### src/rtl/alu_pkg.sv
// rtl/alu_pkg.sv - shared encodings for the sequential ALU/MDU execute unit
package alu_pkg;

    typedef enum logic [3:0] {
        ALU_ADD  = 4'b0000,
        ALU_SUB  = 4'b0001,
        ALU_AND  = 4'b0010,
        ALU_OR   = 4'b0011,
        ALU_XOR  = 4'b0100,
        ALU_SLT  = 4'b0101,
        ALU_SLTU = 4'b0110,
        ALU_SLL  = 4'b0111,
        ALU_SRL  = 4'b1000,
        ALU_SRA  = 4'b1001,
        ALU_MDU  = 4'b1010
    } alu_ctrl_t;

    typedef enum logic [2:0] {
        S_IDLE     = 3'd0,
        S_ALU_DONE = 3'd1,
        S_MUL      = 3'd2,
        S_DIV      = 3'd3,
        S_FIXUP    = 3'd4,
        S_DONE     = 3'd5
    } state_t;

    localparam logic [2:0] F3_ADDSUB = 3'b000;
    localparam logic [2:0] F3_SLL    = 3'b001;
    localparam logic [2:0] F3_SLT    = 3'b010;
    localparam logic [2:0] F3_SLTU   = 3'b011;
    localparam logic [2:0] F3_XOR    = 3'b100;
    localparam logic [2:0] F3_SR     = 3'b101;
    localparam logic [2:0] F3_OR     = 3'b110;
    localparam logic [2:0] F3_AND    = 3'b111;

    localparam logic [2:0] F3_MUL    = 3'b000;
    localparam logic [2:0] F3_MULH   = 3'b001;
    localparam logic [2:0] F3_MULHSU = 3'b010;
    localparam logic [2:0] F3_MULHU  = 3'b011;
    localparam logic [2:0] F3_DIV    = 3'b100;
    localparam logic [2:0] F3_DIVU   = 3'b101;
    localparam logic [2:0] F3_REM    = 3'b110;
    localparam logic [2:0] F3_REMU   = 3'b111;

    localparam logic [1:0] ALUOP_ADD   = 2'b00;
    localparam logic [1:0] ALUOP_SUB   = 2'b01;
    localparam logic [1:0] ALUOP_FUNCT = 2'b10;
    localparam logic [1:0] ALUOP_RSVD  = 2'b11;

endpackage

### src/rtl/alu_exec_seq_if.sv
// rtl/alu_exec_seq_if.sv - request/response bundle of the execute unit
interface alu_exec_seq_if #(
    parameter int XLEN   = 32,
    parameter int CTRL_W = 4
);
    logic              valid_i;
    logic              opb5;
    logic [2:0]        funct3;
    logic              funct7b5;
    logic              funct7b0;
    logic [1:0]        ALUOp;
    logic [XLEN-1:0]   srca;
    logic [XLEN-1:0]   srcb;
    logic              ready_o;
    logic              done_o;
    logic [XLEN-1:0]   result_o;
    logic [CTRL_W-1:0] alu_ctrl_o;
    logic              illegal_o;

    modport master (
        output valid_i, opb5, funct3, funct7b5, funct7b0, ALUOp, srca, srcb,
        input  ready_o, done_o, result_o, alu_ctrl_o, illegal_o
    );

    modport slave (
        input  valid_i, opb5, funct3, funct7b5, funct7b0, ALUOp, srca, srcb,
        output ready_o, done_o, result_o, alu_ctrl_o, illegal_o
    );
endinterface

### src/rtl/aludec_ext.sv
// rtl/aludec_ext.sv - combinational ALU control decoder (M ops when RV32M_EN is defined)
module aludec_ext
    import alu_pkg::*;
(
    input  logic [1:0] ALUOp,
    input  logic       opb5,
    input  logic [2:0] funct3,
    input  logic       funct7b5,
    input  logic       funct7b0,
    output alu_ctrl_t  alu_ctrl,
    output logic       illegal,
    output logic       mdu_sel
);
    // Map instruction fields to an ALU control, flagging reserved or unsupported encodings
    always_comb begin
        alu_ctrl = ALU_ADD;
        illegal  = 1'b0;
        mdu_sel  = 1'b0;
        case (ALUOp)
            ALUOP_ADD: alu_ctrl = ALU_ADD;
            ALUOP_SUB: alu_ctrl = ALU_SUB;
            ALUOP_FUNCT: begin
                if (opb5 && funct7b0) begin
`ifdef RV32M_EN
                    alu_ctrl = ALU_MDU;
                    mdu_sel  = 1'b1;
`else
                    illegal  = 1'b1;
`endif
                end else begin
                    case (funct3)
                        F3_ADDSUB: alu_ctrl = (opb5 && funct7b5) ? ALU_SUB : ALU_ADD;
                        F3_SLL:    alu_ctrl = ALU_SLL;
                        F3_SLT:    alu_ctrl = ALU_SLT;
                        F3_SLTU:   alu_ctrl = ALU_SLTU;
                        F3_XOR:    alu_ctrl = ALU_XOR;
                        F3_SR:     alu_ctrl = funct7b5 ? ALU_SRA : ALU_SRL;
                        F3_OR:     alu_ctrl = ALU_OR;
                        default:   alu_ctrl = ALU_AND;
                    endcase
                end
            end
            default: illegal = 1'b1;
        endcase
    end
endmodule

### src/rtl/alu_exec_seq.sv
// rtl/alu_exec_seq.sv - handshaked ALU with iterative mul/div engine (macro RV32M_EN)
module alu_exec_seq
    import alu_pkg::*;
#(
    parameter int XLEN   = 32,
    parameter int CTRL_W = 4
) (
    input  logic         clk,
    input  logic         reset,
    alu_exec_seq_if.slave bus
);
    localparam int SH_W = $clog2(XLEN);

    alu_ctrl_t       dec_ctrl;
    logic            dec_illegal;
    logic            dec_mdu_sel;
    state_t          state_q, state_d, start_state;
    logic            ready, done, accept;
    logic [SH_W-1:0] shamt;
    logic [XLEN-1:0] alu_res;
    logic [XLEN-1:0] result_q, result_d;
    alu_ctrl_t       alu_ctrl_q, alu_ctrl_d;
    logic            illegal_q, illegal_d;

    aludec_ext u_dec (
        .ALUOp    (bus.ALUOp),
        .opb5     (bus.opb5),
        .funct3   (bus.funct3),
        .funct7b5 (bus.funct7b5),
        .funct7b0 (bus.funct7b0),
        .alu_ctrl (dec_ctrl),
        .illegal  (dec_illegal),
        .mdu_sel  (dec_mdu_sel)
    );

    assign accept = ready && bus.valid_i;
    assign shamt  = bus.srcb[SH_W-1:0];

`ifdef RV32M_EN
    localparam logic [XLEN-1:0] MIN_NEG = {1'b1, {(XLEN-1){1'b0}}};

    logic [2:0]        op_q, op_d;
    logic [SH_W-1:0]   cnt_q, cnt_d;
    logic [XLEN-1:0]   p_hi_q, p_hi_d, p_lo_q, p_lo_d, mcand_q, mcand_d;
    logic              flip_main_q, flip_main_d, flip_rem_q, flip_rem_d;
    logic              a_signed, b_signed, a_neg, b_neg, div_zero, div_ovf, div_special;
    logic [XLEN-1:0]   a_mag, b_mag, mdu_res;
    logic [XLEN:0]     mul_sum, div_shift, div_diff;
    logic [2*XLEN-1:0] prod, prod_fix;

    // Operand sign handling and divide corner detection for the request on the bus
    always_comb begin
        a_signed    = (bus.funct3 == F3_MULH) || (bus.funct3 == F3_MULHSU) ||
                      (bus.funct3 == F3_DIV)  || (bus.funct3 == F3_REM);
        b_signed    = (bus.funct3 == F3_MULH) || (bus.funct3 == F3_DIV) || (bus.funct3 == F3_REM);
        a_neg       = a_signed && bus.srca[XLEN-1];
        b_neg       = b_signed && bus.srcb[XLEN-1];
        a_mag       = a_neg ? -bus.srca : bus.srca;
        b_mag       = b_neg ? -bus.srcb : bus.srcb;
        div_zero    = (bus.srcb == '0);
        div_ovf     = b_signed && (bus.srca == MIN_NEG) && (bus.srcb == '1);
        div_special = div_zero || div_ovf;
    end

    // Iterative engine: load magnitudes on accept, one shift-add or restoring step per cycle
    always_comb begin
        op_d        = op_q;
        cnt_d       = cnt_q;
        p_hi_d      = p_hi_q;
        p_lo_d      = p_lo_q;
        mcand_d     = mcand_q;
        flip_main_d = flip_main_q;
        flip_rem_d  = flip_rem_q;
        mul_sum     = {1'b0, p_hi_q} + (p_lo_q[0] ? {1'b0, mcand_q} : '0);
        div_shift   = {p_hi_q, p_lo_q[XLEN-1]};
        div_diff    = div_shift - {1'b0, mcand_q};
        prod        = {p_hi_q, p_lo_q};
        prod_fix    = flip_main_q ? -prod : prod;
        mdu_res     = '0;
        case (op_q)
            F3_MUL:                       mdu_res = prod_fix[XLEN-1:0];
            F3_MULH, F3_MULHSU, F3_MULHU: mdu_res = prod_fix[2*XLEN-1:XLEN];
            F3_DIV, F3_DIVU:              mdu_res = flip_main_q ? -p_lo_q : p_lo_q;
            default:                      mdu_res = flip_rem_q ? -p_hi_q : p_hi_q;
        endcase
        if (accept && dec_mdu_sel) begin
            op_d        = bus.funct3;
            cnt_d       = SH_W'(XLEN - 1);
            flip_main_d = a_neg ^ b_neg;
            flip_rem_d  = a_neg;
            p_hi_d      = '0;
            p_lo_d      = a_mag;
            mcand_d     = b_mag;
            if (!bus.funct3[2]) begin
                p_lo_d  = b_mag;
                mcand_d = a_mag;
            end else if (div_zero) begin
                // quotient all ones, remainder is the dividend, no sign correction
                p_lo_d      = '1;
                p_hi_d      = bus.srca;
                flip_main_d = 1'b0;
                flip_rem_d  = 1'b0;
            end else if (div_ovf) begin
                p_lo_d      = bus.srca;
                flip_main_d = 1'b0;
                flip_rem_d  = 1'b0;
            end
        end else if (state_q == S_MUL) begin
            p_hi_d = mul_sum[XLEN:1];
            p_lo_d = {mul_sum[0], p_lo_q[XLEN-1:1]};
            cnt_d  = cnt_q - SH_W'(1);
        end else if (state_q == S_DIV) begin
            if (!div_diff[XLEN]) begin
                p_hi_d = div_diff[XLEN-1:0];
                p_lo_d = {p_lo_q[XLEN-2:0], 1'b1};
            end else begin
                p_hi_d = div_shift[XLEN-1:0];
                p_lo_d = {p_lo_q[XLEN-2:0], 1'b0};
            end
            cnt_d = cnt_q - SH_W'(1);
        end
    end

    // Engine registers
    always_ff @(posedge clk or posedge reset) begin
        if (reset) begin
            op_q        <= '0;
            cnt_q       <= '0;
            p_hi_q      <= '0;
            p_lo_q      <= '0;
            mcand_q     <= '0;
            flip_main_q <= 1'b0;
            flip_rem_q  <= 1'b0;
        end else begin
            op_q        <= op_d;
            cnt_q       <= cnt_d;
            p_hi_q      <= p_hi_d;
            p_lo_q      <= p_lo_d;
            mcand_q     <= mcand_d;
            flip_main_q <= flip_main_d;
            flip_rem_q  <= flip_rem_d;
        end
    end
`endif

    // Single-cycle ALU result computed from the request, captured on accept
    always_comb begin
        alu_res = '0;
        case (dec_ctrl)
            ALU_ADD:  alu_res = bus.srca + bus.srcb;
            ALU_SUB:  alu_res = bus.srca - bus.srcb;
            ALU_AND:  alu_res = bus.srca & bus.srcb;
            ALU_OR:   alu_res = bus.srca | bus.srcb;
            ALU_XOR:  alu_res = bus.srca ^ bus.srcb;
            ALU_SLT:  alu_res = {{(XLEN-1){1'b0}}, $signed(bus.srca) < $signed(bus.srcb)};
            ALU_SLTU: alu_res = {{(XLEN-1){1'b0}}, bus.srca < bus.srcb};
            ALU_SLL:  alu_res = bus.srca << shamt;
            ALU_SRL:  alu_res = bus.srca >> shamt;
            ALU_SRA:  alu_res = $signed(bus.srca) >>> shamt;
            default:  alu_res = '0;
        endcase
        if (dec_illegal) alu_res = '0;
    end

    // FSM state register
    always_ff @(posedge clk or posedge reset) begin
        if (reset) state_q <= S_IDLE;
        else       state_q <= state_d;
    end

    // FSM next state: pick the path on accept, count iterations, then fix up and finish
    always_comb begin
        start_state = S_ALU_DONE;
`ifdef RV32M_EN
        if (dec_mdu_sel) begin
            if (!bus.funct3[2])   start_state = S_MUL;
            else if (div_special) start_state = S_FIXUP;
            else                  start_state = S_DIV;
        end
`endif
        state_d = state_q;
        case (state_q)
            S_IDLE, S_ALU_DONE, S_DONE: state_d = accept ? start_state : S_IDLE;
`ifdef RV32M_EN
            S_MUL, S_DIV: if (cnt_q == '0) state_d = S_FIXUP;
            S_FIXUP:      state_d = S_DONE;
`endif
            default:      state_d = S_IDLE;
        endcase
    end

    // FSM outputs: ready again on the done cycle so back-to-back requests are taken
    always_comb begin
        ready = 1'b0;
        done  = 1'b0;
        case (state_q)
            S_IDLE: ready = 1'b1;
            S_ALU_DONE, S_DONE: begin
                ready = 1'b1;
                done  = 1'b1;
            end
            default: ;
        endcase
    end

    // Result/control capture: ALU path on accept, MDU path in FIXUP
    always_comb begin
        result_d   = result_q;
        alu_ctrl_d = alu_ctrl_q;
        illegal_d  = illegal_q;
        if (accept) begin
            alu_ctrl_d = dec_ctrl;
            illegal_d  = dec_illegal;
            if (!dec_mdu_sel) result_d = alu_res;
        end
`ifdef RV32M_EN
        if (state_q == S_FIXUP) result_d = mdu_res;
`endif
    end

    // Output registers
    always_ff @(posedge clk or posedge reset) begin
        if (reset) begin
            result_q   <= '0;
            alu_ctrl_q <= ALU_ADD;
            illegal_q  <= 1'b0;
        end else begin
            result_q   <= result_d;
            alu_ctrl_q <= alu_ctrl_d;
            illegal_q  <= illegal_d;
        end
    end

    assign bus.ready_o    = ready;
    assign bus.done_o     = done;
    assign bus.result_o   = result_q;
    assign bus.alu_ctrl_o = CTRL_W'(alu_ctrl_q);
    assign bus.illegal_o  = illegal_q;
endmodule

### src/flat_wrapper.sv
// flat-port wrapper written by rule: the top's interface ports become plain ports
module alu_exec_seq_flat import alu_pkg::*;
#(
    parameter int XLEN   = 32,
    parameter int CTRL_W = 4
)
  (clk, reset, bus_valid_i, bus_opb5, bus_funct3, bus_funct7b5, bus_funct7b0, bus_ALUOp, bus_srca, bus_srcb, bus_ready_o, bus_done_o, bus_result_o, bus_alu_ctrl_o, bus_illegal_o);
  alu_exec_seq_if #(.XLEN(XLEN), .CTRL_W(CTRL_W)) bus_i ();
  input  logic clk;
  input  logic reset;
  input wire logic [$bits(bus_i.valid_i)-1:0] bus_valid_i;
  input wire logic [$bits(bus_i.opb5)-1:0] bus_opb5;
  input wire logic [$bits(bus_i.funct3)-1:0] bus_funct3;
  input wire logic [$bits(bus_i.funct7b5)-1:0] bus_funct7b5;
  input wire logic [$bits(bus_i.funct7b0)-1:0] bus_funct7b0;
  input wire logic [$bits(bus_i.ALUOp)-1:0] bus_ALUOp;
  input wire logic [$bits(bus_i.srca)-1:0] bus_srca;
  input wire logic [$bits(bus_i.srcb)-1:0] bus_srcb;
  output wire logic [$bits(bus_i.ready_o)-1:0] bus_ready_o;
  output wire logic [$bits(bus_i.done_o)-1:0] bus_done_o;
  output wire logic [$bits(bus_i.result_o)-1:0] bus_result_o;
  output wire logic [$bits(bus_i.alu_ctrl_o)-1:0] bus_alu_ctrl_o;
  output wire logic [$bits(bus_i.illegal_o)-1:0] bus_illegal_o;
  assign bus_i.valid_i = bus_valid_i;
  assign bus_i.opb5 = bus_opb5;
  assign bus_i.funct3 = bus_funct3;
  assign bus_i.funct7b5 = bus_funct7b5;
  assign bus_i.funct7b0 = bus_funct7b0;
  assign bus_i.ALUOp = bus_ALUOp;
  assign bus_i.srca = bus_srca;
  assign bus_i.srcb = bus_srcb;
  assign bus_ready_o = bus_i.ready_o;
  assign bus_done_o = bus_i.done_o;
  assign bus_result_o = bus_i.result_o;
  assign bus_alu_ctrl_o = bus_i.alu_ctrl_o;
  assign bus_illegal_o = bus_i.illegal_o;
  alu_exec_seq #(.XLEN(XLEN), .CTRL_W(CTRL_W)) u_core (.clk(clk), .reset(reset), .bus(bus_i));
endmodule
### config.mk
export PLATFORM = sky130hd
export DESIGN_NAME = alu_exec_seq_flat
export DESIGN_NICKNAME = d
export VERILOG_FILES = /design/src/rtl/alu_pkg.sv /design/src/rtl/alu_exec_seq_if.sv /design/src/rtl/aludec_ext.sv /design/src/rtl/alu_exec_seq.sv /design/src/flat_wrapper.sv
export SDC_FILE = /design/constraint.sdc
export NUM_CORES = 1
export LEC_CHECK = 0
export CAP_MARGIN = 20
export CORE_MARGIN = 5
export CORE_UTILIZATION = 30
export CTS_BUF_LIST = sky130_fd_sc_hd__clkbuf_8
export DETAILED_ROUTE_END_ITERATION = 6
export PLACE_DENSITY = 0.5
export SLEW_MARGIN = 20
export SYNTH_ARGS = -nofsm -noshare
export SYNTH_HDL_FRONTEND = slang
export SYNTH_HIERARCHICAL = 1
export SYNTH_SLANG_ARGS = --single-unit
### constraint.sdc
create_clock -name clk -period 1.4 [get_ports clk]
set_input_delay 0.28 -clock clk [delete_from_list [all_inputs] [get_ports clk]]
set_output_delay 0.28 -clock clk [all_outputs]
set_load 0.01 [all_outputs]
# After elaboration in Yosys (flattened, before gate mapping)
# Cells that the tools add are included.
dict set report word_totals {
  mem_bits_ro 0
  ff_bits 40
  in_bits 75
  mem_bits_rw 0
  wordCells 56
  output_inout_bits 39
  latch_bits 0
  n_memories 0
}
dict set report classes {
  n_bitwise 3
  n_addsub 2
  n_shift 3
  multipliers 0
  order_cmp 2
  eq_ne 19
  div_mod_pow 0
  n_reduce_logical 10
  muxes 13
}
# op n
set op_table {}
lappend op_table {{32-bit case mux with 10 select lines} 1}
lappend op_table {{32-bit less-than comparator} 2}
lappend op_table {{32-bit adder} 1}
lappend op_table {{32-bit AND} 1}
lappend op_table {{32-bit 2-to-1 mux} 1}
lappend op_table {{32-bit bitwise OR} 1}
lappend op_table {{32-bit by 5-bit << shifter with 32-bit output} 1}
lappend op_table {{32-bit by 5-bit >> shifter with 32-bit output} 1}
lappend op_table {{32-bit by 5-bit >>> shifter with 32-bit output} 1}
lappend op_table {{32-bit subtractor} 1}
lappend op_table {{32-bit bitwise XOR} 1}
lappend op_table {{4-bit case mux with 7 select lines} 1}
lappend op_table {{4-bit by 3-bit == test with 1-bit output (second input constant)} 4}
lappend op_table {{3-bit == test (second input constant)} 4}
lappend op_table {{4-bit by 2-bit == test with 1-bit output (second input constant)} 2}
lappend op_table {{4-bit == test (second input constant)} 2}
lappend op_table {{4-bit case mux with 2 select lines} 1}
lappend op_table {{3-bit by 1-bit == test with 1-bit output (second input constant)} 2}
lappend op_table {{3-bit by 2-bit == test with 1-bit output (second input constant)} 2}
lappend op_table {{3-bit logical NOT} 2}
lappend op_table {{1-bit 2-to-1 mux} 6}
lappend op_table {{4-bit by 1-bit == test with 1-bit output (second input constant)} 1}
lappend op_table {{4-bit logical NOT} 1}
lappend op_table {{4-bit 2-to-1 mux} 1}
lappend op_table {{other kinds (8)} 11}

# Longest topological paths before layout
dict set report depth {
  depth_word 8
  depth_mapped 14
  depth_no_buf 13
}

# Hierarchy
# The synthesis kept the hierarchy.
# module n_inst area_each_um2 seq_area_each_um2 cells_per_inst
set by_module_without_submodules {}
lappend by_module_without_submodules {alu_exec_seq 1 9940.8 950.9 1326}
lappend by_module_without_submodules {aludec_ext 1 156.4 0.0 24}

# Worst setup path after synthesis
# No wires, ideal clock.
dict set report synth_timing {
  path_type {input to register}
  from {input bus_srcb[2]}
  to {register u_core.result_q[31] (netlist: u_core/bus.result_o[31])}
  n_path_buf 3
  setup_ns 0.111
  t_arrival_ns 3.079
  slack_ns -1.791
  stages 14
  required_ns 1.289
  cell_sequence {inv_2 -> buf_2 -> buf_1 -> ha_1 -> buf_6 -> o211ai_2 -> o21a_4 -> a211o_1 -> a21oi_4 -> o21ba_1 -> o2111ai_1 -> a221oi_2 -> nor3b_1 -> a2111oi_2}
}
dict set report synth_between {
  elab_chain_len 3
  elab_cells_between_ends 7
  classes_between {add/sub (2); shift (3); mux (2)}
}
# item line
set synth_lines {}
lappend synth_lines {{start, declared} flat_wrapper.sv:18} ;# input wire logic [$bits(bus_i.srcb)-1:0] bus_srcb;
lappend synth_lines {{32-bit subtractor (tied with other cells)} alu_exec_seq.sv:151} ;# ALU_SUB: alu_res = bus.srca - bus.srcb;
lappend synth_lines {{32-bit case mux with 10 select lines *} alu_exec_seq.sv:149} ;# case (dec_ctrl)
lappend synth_lines {{32-bit 2-to-1 mux *} alu_exec_seq.sv:162} ;# if (dec_illegal) alu_res = '0;
lappend synth_lines {{end signal, assigned} alu_exec_seq.sv:228} ;# result_q <= result_d;
lappend synth_lines {{end, declared} alu_exec_seq.sv:21} ;# logic [XLEN-1:0] result_q, result_d;
# Every way passes the cells marked *; elsewhere a longest branch is shown, timed or not.
# A chain may end at the register's enable or synchronous reset.

# Final worst setup path
dict set report layout_timing {
  from {input bus_srca[0]}
  to {register u_core.result_q[10] (netlist: u_core/bus.result_o[10])}
}
dict set report layout_between {
  elab_chain_len 3
  elab_cells_between_ends 7
  classes_between {add/sub (2); shift (3); mux (2)}
}
# item line
set layout_lines {}
lappend layout_lines {{start, declared} flat_wrapper.sv:17} ;# input wire logic [$bits(bus_i.srca)-1:0] bus_srca;
lappend layout_lines {{32-bit subtractor (tied with other cells)} alu_exec_seq.sv:151}
lappend layout_lines {{32-bit case mux with 10 select lines *} alu_exec_seq.sv:149}
lappend layout_lines {{32-bit 2-to-1 mux *} alu_exec_seq.sv:162}
# Marked as above.

==> impl_metrics.ini <==
[place]
dp_cells = 2284
pre_cts_slack_ps = -2130
dp_hpwl_um = 45000
io_buffers = 112
gp_congestion = 0.996

[sta]
hold_violations = 0
rsz0062_at_grt = true
worst_pin_slew_ps = 817
fin_crit_sh = 1.90
fin_ws_ps = -1260
fmax_mhz = 375
slew_violations = 0
final.min_clock_period_ps = 2660
clock_skew_ps = 0
setup_viol = 32
slew_headroom = 0.455
tns_ps = -31910

[logic_synthesis]
async_reset_ff_frac = 1.00
synthesis.area_sq_mm = 0.0101
synth.avg_cell_area_sq_um = 7.48
synth_edf_count = 0
synthCells = 1350
synthesis.nets = 1530
synth_warnings = 6
ys_types = 94
yosysSeqAreaShare = 0.0942
synth_ff_type = dfrtp_1
synth-seq-cells = 38

[outcome]
violations = setup timing
outcome = complete, but fails checks

[critical_path]
r2r-end = u_core/bus.result_o[31]$_DFFE_PP0P_
worstRegToRegCells = 5
required_ps = 1630
startpoint = bus_srca[0]
cp-end-kind = register
cp.arrival_ps = 2900
rrSetupSlack_ps = -150
start_kind = input port
endpoint = u_core/bus.result_o[10]$_DFFE_PP0P_
cp_max_fo = 2
r2r_start = u_core/bus.result_o[31]$_DFFE_PP0P_
crit_type = input port to register

[route]
drt-total-wl_um = 61000
first_iter_violations = 1461
viasPerCell = 5.80
firstDrtPassIters = 6
drc = 0
routedWlPerCell_um = 24.8
top_layer_used = met4
wl_met3_um = 4230
wl_met1_um = 24300
vias = 14300
route.met2.wl_um = 28200
ant_nets = 0

[clocking]
cts_tree = yes
cts.htree.levels = 2
cts.sinks = 38
cts_buffer_depth = 2
clkTransAtPathRegs_ps = 110
ctsHoldBuffers = 0
clock_latency_ps = 330
cts_made_buffers = 5
cts_root_buffer = clkbuf_8

[global_route]
grt_max_degree = 66
overflow = 0
grt_usage = 0.309
grt_pass1_wl_um = 90500
antenna_found_initial = 0
grt_pass1_vias = 14400

[final_layout]
nFillCells = 3083
final_cell_mix = buf_4, nor2_1, a21oi_1
layout_commonest_cell = buf_4
drive_gt1_frac = 0.558
syn_to_final_growth_pct = 88.4
antenna_cells = 0
multiInputGateArea_sq_mm = 0.0102
utilization = 0.570
fin_nets = 2195
final_cells = 2464
regArea_sq_um = 952

[floorplanning]
die-width_um = 193
rows = 67
core-area_sq_mm = 0.0334
initial_core_util = 0.303
pin_count = 114
fp.dieH_um = 193
dieArea_sq_mm = 0.0374

[worst_hold_path]
hp-class = input port to asynchronous set/reset pin

[power]
p_per_area_mw_per_mm2 = 556
power.leakage_nw = 8.45
vdd_ir_drop_max_v = 0.000368
power_mw = 10.6

[flow_run]
max-cap-violations = 0
report_power, final:
part / switching [mW] / internal (mW)
Combinational: 4.09 / 4.07
Clock: 0.544 / 0.398
Sequential: 0.178 / 1.30
registers in the layout, indices dropped and copies added, names as in the netlist:
signal,cells
u_core/bus.alu_ctrl_o,4
u_core/bus.illegal_o,1
u_core/state_q,1
u_core/bus.result_o,32
per-stage QoR:
stage	hold slack (ps)	cell area [sq um]
after detailed placement	481	15200
after floorplan	311	10600
final	285	19000
after CTS	286	18400
after global routing	308	19000
after global placement	478	15200
cells by family (layout without fill, tap and decap cells):
group           Yosys count  after routing  share of synthesized area
compound gates          482            482                      0.318
simple gates            394            394                      0.179
buf+inv                 204            870                     0.0890
fa+ha+maj               105            105                      0.132
mux                     102            102                      0.168
flops                    38             38                     0.0942
xor+xnor                 23             23                     0.0200
other cells               2              2                   0.000744
routing by layer:
layer,track usage,vias to the layer above
met5,0,-
met4,0.154,0
met3,0.0482,207
met2,0.518,766
met1,0.387,6950
li1,-,6372
worst max-delay path: stages:
cell and delay [ps]:
buf_8 100, inv_6 50, ha_4 130, inv_2 40, fa_2 390, nor2b_4 150
o21ai_4 210, buf_4 140, buf_4 90, a21oi_2 50, a211o_1 300, a2111oi_2 310
nor2_1 100, xnor2_1 190, o221ai_1 130, a22o_1 220
how the worst min path moves through the flow:
stage | from | to | slack, ps
floorplan | bus_valid_i | u_core/state_q[0]$_DFF_PP0_ | 310
global placement | u_core/bus.result_o[8]$_DFFE_PP0P_ | u_core/bus.result_o[8]$_DFFE_PP0P_ | 480
global route | reset | u_core/bus.result_o[19]$_DFFE_PP0P_ | 310
detailed placement | u_core/bus.result_o[8]$_DFFE_PP0P_ | u_core/bus.result_o[8]$_DFFE_PP0P_ | 480
CTS | reset | u_core/bus.result_o[19]$_DFFE_PP0P_ | 290
finish | reset | u_core/bus.result_o[19]$_DFFE_PP0P_ | 290
Yosys cell counts, types with 24 or more instances:
cell type	n	area [sq um]
a21oi_1	142	711
ha_1	103	1290
inv_1	86	323
mux2i_1	37	370
nand2_1	89	334
nor2_1	163	612
o21ai_0	83	415
nor3_1	43	215
clkbuf_1	59	221
o21ai_1	24	120
a211oi_1	25	188
dfrtp_1	38	951
mux4_2	52	1170
cell type report:
| class | instances | share of cell area |
|---|---|---|
| Clock buffer | 6 | 0.00434 |
| Clock inverter | 2 | 0.000658 |
| Inverter | 95 | 0.0233 |
| Multi-Input combinational cell | 1108 | 0.538 |
| Sequential cell | 38 | 0.0501 |
| Tap cell | 448 | 0.0295 |
| Timing Repair Buffer | 767 | 0.354 |
timing repair:
action / 4_1_cts / 5_1_grt
endpoints found under the hold margin: 0 / 0
setup endpoints to repair: 74 / 35
gates cloned: 8 / 0
pin swaps: 188 / 103
resized for setup: 720 / 124
buffers inserted: 144 / 37
Note: power is estimated with default switching activity, not from simulation.
